[config.mk]
export PLATFORM = sky130hd
export DESIGN_NAME = time_disp_scan
export DESIGN_NICKNAME = d
export VERILOG_FILES = /design/src/rtl/time_disp_pkg.sv /design/src/rtl/time_disp_scan_bin2bcd60.sv /design/src/rtl/time_disp_scan.sv
export SDC_FILE = /design/constraint.sdc
export NUM_CORES = 1
export LEC_CHECK = 0
export ABC_AREA = 0
export BUFFER_PORTS_ARGS = -buffer_cell sky130_fd_sc_hd__buf_2
export CELL_PAD_IN_SITES_DETAIL_PLACEMENT = 1
export CELL_PAD_IN_SITES_GLOBAL_PLACEMENT = 1
export CORE_ASPECT_RATIO = 2
export CORE_MARGIN = 5
export CORE_UTILIZATION = 44
export DETAILED_ROUTE_END_ITERATION = 8
export PLACE_DENSITY_LB_ADDON = 0.1
export SLEW_MARGIN = 20
export SYNTH_ARGS = -nofsm -noshare
export SYNTH_HDL_FRONTEND = slang
export SYNTH_SLANG_ARGS = --single-unit
[constraint.sdc]
create_clock -name clk -period 4.3 [get_ports clk]
set_clock_uncertainty 0.15 [all_clocks]
set_input_delay 0.43 -clock clk [delete_from_list [all_inputs] [get_ports clk]]
set_output_delay 0.43 -clock clk [all_outputs]
set_load 0.02 [all_outputs]
[src/rtl/time_disp_pkg.sv]
// Shared constants for the hh.mm.ss multiplexed 7-segment display stage:
// digit slot indices, adjust-field codes and active-high segment patterns {g,f,e,d,c,b,a}.
package time_disp_pkg;

  typedef logic [6:0] seg_t;

  localparam logic [2:0] IDX_SEC_O  = 3'd0;
  localparam logic [2:0] IDX_SEC_T  = 3'd1;
  localparam logic [2:0] IDX_MIN_O  = 3'd2;
  localparam logic [2:0] IDX_MIN_T  = 3'd3;
  localparam logic [2:0] IDX_HOUR_O = 3'd4;
  localparam logic [2:0] IDX_HOUR_T = 3'd5;

  localparam logic [1:0] FLD_SEC  = 2'd0;
  localparam logic [1:0] FLD_MIN  = 2'd1;
  localparam logic [1:0] FLD_HOUR = 2'd2;
  localparam logic [1:0] FLD_NONE = 2'd3;

  localparam seg_t SEG_0    = 7'b0111111;
  localparam seg_t SEG_1    = 7'b0000110;
  localparam seg_t SEG_2    = 7'b1011011;
  localparam seg_t SEG_3    = 7'b1001111;
  localparam seg_t SEG_4    = 7'b1100110;
  localparam seg_t SEG_5    = 7'b1101101;
  localparam seg_t SEG_6    = 7'b1111101;
  localparam seg_t SEG_7    = 7'b0000111;
  localparam seg_t SEG_8    = 7'b1111111;
  localparam seg_t SEG_9    = 7'b1101111;
  localparam seg_t SEG_DASH = 7'b1000000;
  localparam seg_t SEG_OFF  = 7'b0000000;

  function automatic seg_t digit_seg(input logic [3:0] d);
    case (d)
      4'd0:    digit_seg = SEG_0;
      4'd1:    digit_seg = SEG_1;
      4'd2:    digit_seg = SEG_2;
      4'd3:    digit_seg = SEG_3;
      4'd4:    digit_seg = SEG_4;
      4'd5:    digit_seg = SEG_5;
      4'd6:    digit_seg = SEG_6;
      4'd7:    digit_seg = SEG_7;
      4'd8:    digit_seg = SEG_8;
      4'd9:    digit_seg = SEG_9;
      default: digit_seg = SEG_OFF;
    endcase
  endfunction

endpackage

[src/rtl/time_disp_scan_bin2bcd60.sv]
// Combinational 6-bit binary to two-digit BCD split with a 60/24 range flag.
module bin2bcd60 (
  input  logic [5:0] bin,
  input  logic       lim24,
  output logic [2:0] tens,
  output logic [3:0] ones,
  output logic       in_range
);

  logic [3:0] tens_x10_lo;

  always_comb begin
    if      (bin >= 6'd60) tens = 3'd6;
    else if (bin >= 6'd50) tens = 3'd5;
    else if (bin >= 6'd40) tens = 3'd4;
    else if (bin >= 6'd30) tens = 3'd3;
    else if (bin >= 6'd20) tens = 3'd2;
    else if (bin >= 6'd10) tens = 3'd1;
    else                   tens = 3'd0;

    // Low nibble of tens*10; the remainder is below 10 so modulo-16 subtraction is exact.
    case (tens)
      3'd1:    tens_x10_lo = 4'd10;
      3'd2:    tens_x10_lo = 4'd4;
      3'd3:    tens_x10_lo = 4'd14;
      3'd4:    tens_x10_lo = 4'd8;
      3'd5:    tens_x10_lo = 4'd2;
      3'd6:    tens_x10_lo = 4'd12;
      default: tens_x10_lo = 4'd0;
    endcase
  end

  assign ones     = bin[3:0] - tens_x10_lo;
  assign in_range = lim24 ? (bin < 6'd24) : (bin < 6'd60);

endmodule

[src/rtl/time_disp_scan.sv]
// Six-digit hh.mm.ss 7-segment scanner with per-frame input snapshot and dash on out-of-range fields.
// Optional adjust-field blinking is built when TIME_DISP_BLINK_EN is defined.
module time_disp_scan
  import time_disp_pkg::*;
#(
  parameter int SCAN_DIV       = 50000,
  parameter int BLINK_FRAMES   = 64,
  parameter bit SEG_ACTIVE_LOW = 1'b1
) (
  input  logic       clk,
  input  logic       clear,
  input  logic [5:0] sec,
  input  logic [5:0] min,
  input  logic [4:0] hour,
  input  logic       adjust,
  input  logic [1:0] adj_field,
  output logic [5:0] an,
  output logic [6:0] seg,
  output logic       dp,
  output logic       frame
);

  localparam int CNT_W = $clog2(SCAN_DIV);

  logic [CNT_W-1:0] cnt_p0;
  logic [2:0]       idx_p0;
  logic [5:0]       sec_sh_p0;
  logic [5:0]       min_sh_p0;
  logic [4:0]       hour_sh_p0;
  logic             slot_end;
  logic             frame_end;

  assign slot_end  = (cnt_p0 == CNT_W'(SCAN_DIV - 1));
  assign frame_end = slot_end && (idx_p0 == IDX_HOUR_T);

  // Stage p0: prescaler, digit index and frame-wrap snapshot
  always_ff @(posedge clk or posedge clear) begin
    if (clear) begin
      cnt_p0     <= '0;
      idx_p0     <= IDX_SEC_O;
      sec_sh_p0  <= '0;
      min_sh_p0  <= '0;
      hour_sh_p0 <= '0;
    end else if (slot_end) begin
      cnt_p0 <= '0;
      if (frame_end) begin
        idx_p0     <= IDX_SEC_O;
        sec_sh_p0  <= sec;
        min_sh_p0  <= min;
        hour_sh_p0 <= hour;
      end else begin
        idx_p0 <= idx_p0 + 3'd1;
      end
    end else begin
      cnt_p0 <= cnt_p0 + 1'b1;
    end
  end

  logic       blank_p0;
`ifdef TIME_DISP_BLINK_EN
  localparam int FC_W = (BLINK_FRAMES > 1) ? $clog2(BLINK_FRAMES) : 1;
  logic [FC_W-1:0] fcnt_p0;
  logic            blink_phase_p0;

  always_ff @(posedge clk or posedge clear) begin
    if (clear) begin
      fcnt_p0        <= '0;
      blink_phase_p0 <= 1'b0;
    end else if (frame_end) begin
      if (fcnt_p0 == FC_W'(BLINK_FRAMES - 1)) begin
        fcnt_p0        <= '0;
        blink_phase_p0 <= ~blink_phase_p0;
      end else begin
        fcnt_p0 <= fcnt_p0 + 1'b1;
      end
    end
  end

  assign blank_p0 = adjust && blink_phase_p0 && (adj_field != FLD_NONE) &&
                    (idx_p0[2:1] == adj_field);
`else
  logic unused_adjust;
  assign unused_adjust = ^{adjust, adj_field};
  assign blank_p0      = 1'b0;
`endif

  logic [5:0] field_bin;
  logic       field_lim24;
  logic [2:0] bcd_tens;
  logic [3:0] bcd_ones;
  logic       bcd_in_range;

  always_comb begin
    field_bin   = sec_sh_p0;
    field_lim24 = 1'b0;
    case (idx_p0[2:1])
      FLD_SEC:  field_bin = sec_sh_p0;
      FLD_MIN:  field_bin = min_sh_p0;
      default: begin
        field_bin   = {1'b0, hour_sh_p0};
        field_lim24 = 1'b1;
      end
    endcase
  end

  bin2bcd60 u_bcd (
    .bin      (field_bin),
    .lim24    (field_lim24),
    .tens     (bcd_tens),
    .ones     (bcd_ones),
    .in_range (bcd_in_range)
  );

  logic [5:0] an_nxt;
  seg_t       seg_nxt;
  logic       dp_nxt;

  always_comb begin
    an_nxt = 6'b000001 << idx_p0;
    if (cnt_p0 == '0 || blank_p0) an_nxt = '0;
    if (!bcd_in_range)   seg_nxt = SEG_DASH;
    else if (idx_p0[0])  seg_nxt = digit_seg({1'b0, bcd_tens});
    else                 seg_nxt = digit_seg(bcd_ones);
    dp_nxt = (idx_p0 == IDX_MIN_O) || (idx_p0 == IDX_HOUR_O);
  end

  logic [5:0] an_p1;
  logic [6:0] seg_p1;
  logic       dp_p1;
  logic       frame_p1;

  // Stage p1: registered, polarity-adjusted drive to the display
  always_ff @(posedge clk or posedge clear) begin
    if (clear) begin
      an_p1    <= {6{SEG_ACTIVE_LOW}};
      seg_p1   <= {7{SEG_ACTIVE_LOW}};
      dp_p1    <= SEG_ACTIVE_LOW;
      frame_p1 <= 1'b0;
    end else begin
      an_p1    <= an_nxt ^ {6{SEG_ACTIVE_LOW}};
      seg_p1   <= seg_nxt ^ {7{SEG_ACTIVE_LOW}};
      dp_p1    <= dp_nxt ^ SEG_ACTIVE_LOW;
      frame_p1 <= frame_end;
    end
  end

  assign an    = an_p1;
  assign seg   = seg_p1;
  assign dp    = dp_p1;
  assign frame = frame_p1;

endmodule

# After elaboration in Yosys (flattened, before gate mapping)
# Memories as Yosys holds them, arrays and structs flattened.
# Cells that the tools add are included.
[op_classes]
reduce_logical = 6
shifts = 1
n_eq_ne = 11
n_mux = 14
n_bitwise = 3
add_sub_neg = 3
order_cmp = 8
[ops]
columns = ["operator", "count"]
rows = [
  ["case mux 4 bit (6 select lines)", 1],
  ["greater-or-equal comparator 6 bit, second input constant", 3],
  ["2-to-1 mux 3 bit", 6],
  ["adder 16 x 1 -> 16 bit, second input constant", 1],
  ["equality test 16 bit, second input constant", 1],
  ["logical NOT 16 bit", 1],
  ["2-to-1 mux 16 bit", 1],
  ["equality test 3 bit, second input constant", 5],
  ["2-to-1 mux 7 bit", 2],
  ["greater-or-equal comparator 6 x 5 -> 1 bit, second input constant", 2],
  ["case mux 6 bit (2 select lines)", 1],
  ["equality test 3 x 2 -> 1 bit, second input constant", 3],
  ["NOT 7 bit", 1],
  ["greater-or-equal comparator 6 x 4 -> 1 bit, second input constant", 1],
  ["less-than comparator 6 x 5 -> 1 bit, second input constant", 1],
  ["less-than comparator 6 bit, second input constant", 1],
  ["2-to-1 mux 6 bit", 1],
  ["NOT 6 bit", 1],
  ["left shift 1 x 3 -> 6 bit, first input constant", 1],
  ["subtractor 4 bit", 1],
  ["adder 3 x 1 -> 3 bit, second input constant", 1],
  ["equality test 3 x 1 -> 1 bit, second input constant", 1],
  ["equality test 2 x 1 -> 1 bit, second input constant", 1],
  ["logical NOT 2 bit", 1],
  ["6 further kinds", 7],
]
[word_totals]
memories = 2
out_inout_bits = 15
romBits = 168
reg_bits = 51
inputBits = 22
elab_cells = 57
[memory_table]
columns = ["name", "words", "word_bits", "read_ports", "rd_ports_with_merged_regs", "write_ports", "line", "source"]
rows = [
  ["(name not given)", 16, 7, 1, 0, 0, "time_disp_pkg.sv:33", "case (d)"],
  ["(name not given)", 8, 7, 1, 0, 0, "time_disp_pkg.sv:33", ""],
]

# Longest topological paths before layout
# Gate-level depths: netlist (run 1).
# An unclocked memory read counts as a cell.
[depth]
word_depth = 16
depth_mapped = 18

# Cells and area by module
# From an unflattened synthesis (run 1), not the netlist that was laid out.
[unflattened]
hier_cells = 269
area_unflattened_um2 = 2820.2
[modules_own_cells]
columns = ["module", "seq_area_each_um2", "cells_each", "area_each_um2", "instances"]
rows = [
  ["time_disp_scan", 1293.7, 234, 2588.7, 1],
  ["bin2bcd60", 0.0, 35, 231.5, 1],
]

# Least setup slack after synthesis (run 1)
# OpenSTA, ideal clock, no wires.
[synth_path]
path_kind = "register -> register"
from = "reg idx_p0[1]"
to = "reg seg_p1[2] (netlist: seg[2])"
path_stages_with_launch = 18
path_buffers = 2
setup_time_ns = 0.086
t_arrival_ns = 3.561
setup_slack_ns = 0.504
cell_sequence = "dfrtp_1 buf_6 mux2_4 o21a_4 nor2_1 a21oi_1 mux2_2 o21a_1 ha_1 a21o_1 ha_1 inv_1 fa_1 clkbuf_1 nor2_1 nor2_1 a31oi_1 nand3b_1"
[synth_between]
elab_chain_len = 16
elab_cells_between_ends = 32
cone_classes = "add/sub (1); order compare (8); eq/ne (7); mux (11); bitwise (1); reduce/logical (2); memory (2)"
[synth_lines]
columns = ["element", "line", "source"]
rows = [
  ["from (decl)", "time_disp_scan.sv:26", "logic [2:0] idx_p0;"],
  ["from (signal assigned)", "time_disp_scan.sv:52", "idx_p0 <= idx_p0 + 3'd1;"],
  ["equality test 2 x 1 -> 1 bit or logical NOT 2 bit (tied branches)", "time_disp_scan.sv:96", "case (idx_p0[2:1])"],
  ["case mux 6 bit (2 select lines)", "time_disp_scan.sv:96", ""],
  ["greater-or-equal comparator 6 x 4 -> 1 bit", "time_disp_scan_bin2bcd60.sv:18", "else if (bin >= 6'd10) tens = 3'd1;"],
  ["2-to-1 mux 1 bit", "time_disp_scan_bin2bcd60.sv:18", ""],
  ["2-to-1 mux 3 bit", "time_disp_scan_bin2bcd60.sv:17", "else if (bin >= 6'd20) tens = 3'd2;"],
  ["2-to-1 mux 3 bit", "time_disp_scan_bin2bcd60.sv:16", "else if (bin >= 6'd30) tens = 3'd3;"],
  ["2-to-1 mux 3 bit", "time_disp_scan_bin2bcd60.sv:15", "else if (bin >= 6'd40) tens = 3'd4;"],
  ["2-to-1 mux 3 bit", "time_disp_scan_bin2bcd60.sv:14", "else if (bin >= 6'd50) tens = 3'd5;"],
  ["2-to-1 mux 3 bit", "time_disp_scan_bin2bcd60.sv:13", "if (bin >= 6'd60) tens = 3'd6;"],
  ["equality test 3 bit, or another cell as far along", "time_disp_scan_bin2bcd60.sv:22", "case (tens)"],
  ["case mux 4 bit (6 select lines)", "time_disp_scan_bin2bcd60.sv:22", ""],
  ["subtractor 4 bit", "time_disp_scan_bin2bcd60.sv:33", "assign ones = bin[3:0] - tens_x10_lo;"],
  ["memory (16 x 7 bit)", "-", ""],
  ["2-to-1 mux 7 bit", "time_disp_scan.sv:122", "else if (idx_p0[0]) seg_nxt = digit_seg({1'b0, bcd_tens});"],
  ["2-to-1 mux 7 bit *", "time_disp_scan.sv:121", "if (!bcd_in_range) seg_nxt = SEG_DASH;"],
  ["NOT 7 bit (no source line) *", "-", ""],
  ["to (signal assigned)", "time_disp_scan.sv:136", "seg_p1 <= {7{SEG_ACTIVE_LOW}};"],
  ["to (signal assigned)", "time_disp_scan.sv:141", "seg_p1 <= seg_nxt ^ {7{SEG_ACTIVE_LOW}};"],
  ["to (decl)", "time_disp_scan.sv:128", "logic [6:0] seg_p1;"],
]
# Mark *: on every way between the ends. The rest lies on a longest branch, timed or not.
# A chain may end at the register's enable or synchronous reset.

# Final worst setup path (run 1)
[layout_path]
from = "reg idx_p0[1]"
to = "reg seg_p1[0] (netlist: seg[0])"
# Same word-level chain as after synthesis.

==> impl_metrics.env, run 1 <==
export IMPL_outcome="completed"
export IMPL_synth_ff_type="dfrtp_1"
export IMPL_drtPass1Iterations=4
export IMPL_finalHoldViolCount=0
export IMPL_gp_congestion=0.916
export IMPL_tns_ns=0
export IMPL_power_mw=0.958
export IMPL_finalSetupViolCount=0
export IMPL_min_path_type="in2async"
export IMPL_slowest_stage="or3_1"
export IMPL_grt_pass1_vias=2584
export IMPL_synthesis_nets=355
export IMPL_die_area_sq_mm=0.00838
export IMPL_synthTopCellsByCount="73 x nand2_1, 37 x dfrtp_1, 21 x nor2_1"
export IMPL_fin_crit_ns=4.08
export IMPL_ant_nets=0
export IMPL_core_sq_mm=0.00636
export IMPL_antenna_found_initial=0
export IMPL_syn_avg_cell_area_sq_um=9.22
export IMPL_synth_most_common_cell="nand2_1"
export IMPL_area_growth_pct=17.8
export IMPL_cts_tree="built"
export IMPL_dp_hpwl_mm=5.79
export IMPL_grt_max_degree=52
export IMPL_yosys_area_top_type_share=0.321
export IMPL_drc=0
export IMPL_root_buffer="clkbuf_16"
export IMPL_ys_types=52
export IMPL_synth_edf_count=0
export IMPL_ctsHoldBuffers=0
export IMPL_max_freq_mhz=245
export IMPL_rsz0062_at_grt="false"
export IMPL_slew_headroom=0.525
export IMPL_clock_latency_ns=0.29
export IMPL_drive_gt1_frac=0.226
export IMPL_cts_resized=0
export IMPL_core_rowCount=41
export IMPL_track_usage=0.199
export IMPL_arrival_ns=4.13
export IMPL_pin_count=37
export IMPL_cts_setup_buffers=0
export IMPL_maxSlewViolCount=0
export IMPL_start_kind="register"
export IMPL_overflow=0
export IMPL_numCtsBuffers=5
export IMPL_crit_chain="mux2_4, o21a_4, nor2_1, a21oi_1, mux2_2, o21ai_0, ha_2, a21oi_1, fa_1, or3_1, a221oi_1, o221ai_1"
export IMPL_n_antenna_cell=0
export IMPL_nNetsFinal=399
export IMPL_critical_path_max_stage_delay_ns=0.54
export IMPL_vdd_drop_max_v=0.000253
export IMPL_finalCritPeriodShare=0.949
export IMPL_initial_core_util=0.454
export IMPL_cpMostUsedCell="a21oi_1"
export IMPL_worst_slew_pin_slew_ns=0.712
export IMPL_io_buffers=33
export IMPL_synth_area_leaders="dfrtp_1 32%, dfstp_2 13%, nand2_1 9.5%"
export IMPL_p_leak_nw=1.50
export IMPL_avgRoutedWirePerCell_microns=17.1
export IMPL_yosys_area_top_type="dfrtp_1"
export IMPL_synth_area_sq_mm=0.00289
export IMPL_cts_sinks=51
export IMPL_die_h_microns=125
export IMPL_clk_pin_slew_worst_paths_ns=0.07
export IMPL_htreeDepth=2
export IMPL_synth_yosys_seq_area_share=0.448
export IMPL_grt_pass1_wl_mm=12.6
export IMPL_dr_first_iter_drc_count=82
export IMPL_syn_inst=313
export IMPL_clock_path_buffers=2
export IMPL_end_kind="register"
export IMPL_ys_ff_latch=51
export IMPL_cp_data_required_time_ns=4.35
export IMPL_die_width_microns=67.3
export IMPL_worstSetupPathType="reg2reg"
export IMPL_crit_path_max_fanout=10
export IMPL_maxCapViolCount=0
export IMPL_wl_mm=7.60
export IMPL_p_per_area_mw_per_mm2=282
export IMPL_yosysWarnings=0
export IMPL_routed_via_count=2422
export IMPL_vias_per_cell=5.45
export IMPL_synthArstFlopShare=1.00
## cell usage in the layout, fill, tap and decap left out, types with 2 or more instances in the layout
cell type | netlist | final
o21a_1 | 4 | 4
a221oi_1 | 4 | 4
o211ai_1 | 3 | 3
o21ai_1 | 2 | 3
dfstp_2 | 14 | 14
clkbuf_16 | 0 | 7
or4_1 | 2 | 2
nor3_1 | 5 | 5
ha_1 | 19 | 18
a21oi_1 | 11 | 11
nor4_1 | 3 | 3
buf_4 | 0 | 15
or3_1 | 2 | 2
xnor2_1 | 5 | 5
nor2b_1 | 4 | 4
nor2_1 | 21 | 21
o21ai_0 | 10 | 9
mux2_2 | 3 | 3
xor2_1 | 7 | 7
nand2_1 | 73 | 73
o221ai_1 | 3 | 3
inv_1 | 13 | 12
buf_2 | 4 | 33
nand3_1 | 15 | 15
dfrtp_1 | 37 | 36
nand3b_1 | 3 | 3
a31oi_1 | 3 | 3
and2_1 | 3 | 3
mux2i_1 | 6 | 6
a211o_1 | 2 | 2
or2_2 | 2 | 2
nand4_1 | 3 | 3
## registers in the layout, indices dropped and copies added (netlist names), 3 cells and up
register / flops
an: 6
cnt_p0: 16
hour_sh_p0: 5
idx_p0: 3
min_sh_p0: 6
sec_sh_p0: 6
seg: 7
## where the power goes
| group | total [mW] | switching, mW | internal [mW] |
|---|---|---|---|
| registers | 0.480 | 0 | 0.480 |
| clock network | 0.460 | 0.173 | 0.287 |
| logic | 0.0176 | 0.0112 | 0.00647 |
| total | 0.958 | 0.184 | 0.774 |
## path summary, 6_finish.rpt
kind                            cells after the start  slack [ns]    startpoint      endpoint
worst max register to register                     12        0.22     idx_p0[1]        seg[0]
worst min register to register                      2        0.32  min_sh_p0[2]  min_sh_p0[2]
worst max-delay path                               12        0.22     idx_p0[1]        seg[0]
max in group asynchronous                           3        3.38         clear     idx_p0[1]
min in group clk                                    3        0.18        min[2]  min_sh_p0[2]
worst min-delay path                                3        0.15         clear     cnt_p0[9]
## through the flow
stage / setup WS, ns / cell area, sq um / std cells / hold slack [ns] / utilization
after global placement: 0.241 / 3220 / 436 / 0.299 / 0.506
after detailed placement: 0.162 / 3220 / 436 / 0.310 / 0.506
after global routing: 0.0227 / 3400 / 444 / 0.194 / 0.535
after floorplan: 0.504 / 2890 / 313 / 0.283 / -
final: 0.220 / 3400 / 444 / 0.154 / 0.535
after CTS: 0.0984 / 3400 / 444 / 0.177 / 0.534
## area by class of cell
cell class	instances	area, sq um
Fill cell	794	2960
Multi-Input combinational cell	237	1490
Sequential cell	51	1290
Timing Repair Buffer	48	278
Clock buffer	8	179
Tap cell	86	108
Inverter	14	52.6
## critical path: cells and delay by family, from the launching register on
family | cells | cell delay, ns
flip-flops | 1 | 0.48
AO/OA/AOI/OAI | 6 | 1.22
AND/OR/NAND/NOR | 2 | 0.81
adder cells (fa/ha/maj) | 2 | 0.72
multiplexers | 2 | 0.63
## layer usage
layer / global-route usage / wire (microns)
met1: 0.196 / 2710
met2: 0.375 / 4440
met3: 0.0298 / 158
met4: 0.100 / 289
met5: 0 / 0
## cells by family after synthesis
family | synth area share
mux | 0.0377
flops | 0.448
xor+xnor | 0.0364
simple gates | 0.221
buf+inv | 0.0368
fa+ha+maj | 0.0928
compound gates | 0.127
No activity file was read; power rests on OpenSTA's default activity.
==> run 2: changes to the inputs <==
--- a/config.mk
+++ b/config.mk
@@ -5,7 +5,7 @@
 export SDC_FILE = /design/constraint.sdc
 export NUM_CORES = 1
 export LEC_CHECK = 0
-export ABC_AREA = 0
+export ABC_AREA = 1
 export BUFFER_PORTS_ARGS = -buffer_cell sky130_fd_sc_hd__buf_2
 export CELL_PAD_IN_SITES_DETAIL_PLACEMENT = 1
 export CELL_PAD_IN_SITES_GLOBAL_PLACEMENT = 1
==> impl_metrics.env, run 2 <==
export IMPL_top_register="cnt_p0"
export IMPL_nNetsFinal=454
export IMPL_place_area_sq_mm=0.00337
export IMPL_vdd_drop_max_v=0.000310
export IMPL_io_buffers=33
export IMPL_yosys_area_top_type_share=0.299
export IMPL_syn_inst=374
export IMPL_end_kind="register"
export IMPL_finalSetupViolCount=0
export IMPL_worstSetupPathType="reg2reg"
export IMPL_min_path_type="in2async"
export IMPL_maxCapViolCount=0
export IMPL_maxSlewViolCount=0
export IMPL_vias_per_cell=5.08
export IMPL_final_cell_count_no_fill=503
export IMPL_drtPass1Iterations=4
export IMPL_core_sq_mm=0.00689
export IMPL_synthesis_nets=416
export IMPL_final_common_cell="nand2_1"
export IMPL_pin_count=37
export IMPL_r2r_cells=25
export IMPL_ys_ff_latch=51
export IMPL_place_ws_ns=0.167
export IMPL_ys_types=43
export IMPL_power_mw=0.945
export IMPL_n_antenna_cell=0
export IMPL_worst_slew_pin_slew_ns=0.891
export IMPL_root_buffer="clkbuf_16"
export IMPL_largest_register_ffs=16
export IMPL_layout_common_cells="106 x nand2_1, 44 x inv_1, 37 x dfrtp_1, 33 x buf_2, 22 x nor2_1"
export IMPL_cp_data_required_time_ns=4.40
export IMPL_grt_pass1_wl_mm=13.0
export IMPL_drc=0
export IMPL_clock_path_buffers=2
export IMPL_final_area_sq_mm=0.00355
export IMPL_area_growth_pct=14.6
export IMPL_ff2ff_setup_slack_ns=0.30
export IMPL_cpMostUsedCell="nand2_1"
export IMPL_synth_area_sq_mm=0.00310
export IMPL_routed_via_count=2555
export IMPL_ant_nets=0
export IMPL_overflow=0
export IMPL_cts_tree="built"
export IMPL_avgRoutedWirePerCell_microns=15.2
export IMPL_finalCritPeriodShare=0.929
export IMPL_die_h_microns=129
export IMPL_cts_sinks=51
export IMPL_fin_crit_ns=4.00
export IMPL_numCtsBuffers=5
export IMPL_slowest_stage="dfrtp_1"
export IMPL_wl_mm=7.64
export IMPL_grt_max_degree=52
export IMPL_cts_setup_buffers=0
export IMPL_yosysWarnings=0
export IMPL_ctsHoldBuffers=0
export IMPL_drive_gt1_frac=0.259
export IMPL_critical_path_max_stage_delay_ns=0.52
export IMPL_htreeDepth=2
export IMPL_synth_ff_type="dfrtp_1"
export IMPL_grt_pass1_vias=2827
export IMPL_synthArstFlopShare=1.00
export IMPL_core_rowCount=43
export IMPL_dp_cells=495
export IMPL_yosys_area_top_type="dfrtp_1"
export IMPL_die_area_sq_mm=0.00892
export IMPL_max_freq_mhz=250
export IMPL_p_leak_nw=1.77
export IMPL_p_per_area_mw_per_mm2=266
export IMPL_tns_ns=0
export IMPL_post_route_util=0.516
export IMPL_reg2reg_to="seg[6]"
export IMPL_r2r_start="idx_p0[1]"
export IMPL_finalHoldViolCount=0
export IMPL_hold_ws_ns=0.126
export IMPL_rsz0062_at_grt="false"
export IMPL_start_kind="register"
export IMPL_synth_yosys_seq_area_share=0.418
export IMPL_synthTopCellsByCount="106 x nand2_1, 45 x inv_1, 37 x dfrtp_1"
export IMPL_syn_avg_cell_area_sq_um=8.28
export IMPL_track_usage=0.186
export IMPL_crit_path_max_fanout=7
export IMPL_clock_latency_ns=0.30
export IMPL_arrival_ns=4.09
export IMPL_synth_area_leaders="dfrtp_1 30%, nand2_1 13%, dfstp_2 12%"
export IMPL_dp_hpwl_mm=6.01
export IMPL_clk_pin_slew_worst_paths_ns=0.07
export IMPL_gp_congestion=0.917
export IMPL_slew_headroom=0.406
export IMPL_dr_first_iter_drc_count=50
export IMPL_outcome="completed"
export IMPL_die_width_microns=69.3
export IMPL_initial_core_util=0.450
export IMPL_cts_resized=0
export IMPL_synth_edf_count=0
export IMPL_synth_most_common_cell="nand2_1"
export IMPL_antenna_found_initial=0
export IMPL_worst_slack_ns=0.304
run 2: final cells by class:
class                           instances  area [sq um]
Multi-Input combinational cell        264          1580
Sequential cell                        51          1290
Fill cell                             891          3340
Tap cell                               90           113
Clock buffer                            7           164
Timing Repair Buffer                   36           188
Inverter                               54           204
Clock inverter                          1          5.00
run 2: logic make-up after synthesis:
group                    count (synthesis)  synth area share
AO/OA/AOI/OAI                           39            0.0759
XOR/XNOR                                 5            0.0166
adder cells (fa/ha/maj)                 20            0.0832
buffers and inverters                   59            0.0759
flip-flops                              51             0.418
AND/OR/NAND/NOR                        200             0.331
run 2: how the worst max path moves through the flow:
stage               from     end
6_report       idx_p0[1]  seg[6]
5_1_grt        idx_p0[1]  seg[6]
4_1_cts        idx_p0[1]  seg[6]
3_5_place_dp   idx_p0[2]  seg[6]
3_3_place_gp   idx_p0[1]  seg[3]
2_1_floorplan  idx_p0[2]  seg[6]
run 2: worst max-delay path: cells and delay by family (launching register included):
kind                     cells  cell delay, ns
AO/OA/AOI/OAI                3            0.32
buffers and inverters        6            0.50
flip-flops                   1            0.52
adder cells (fa/ha/maj)      3            0.93
AND/OR/NAND/NOR             13            1.51
run 2: where the power goes:
part	internal, mW	total (mW)	switching, mW
Sequential	0.480	0.480	0
Combinational	0.00572	0.0170	0.0112
Clock	0.266	0.447	0.181
Total	0.752	0.945	0.192
run 2: per-layer routing:
metal / routed length, microns / track usage
met1: 2490 / 0.162
met2: 4680 / 0.383
met3: 126 / 0.0250
met4: 345 / 0.115
met5: 0 / 0
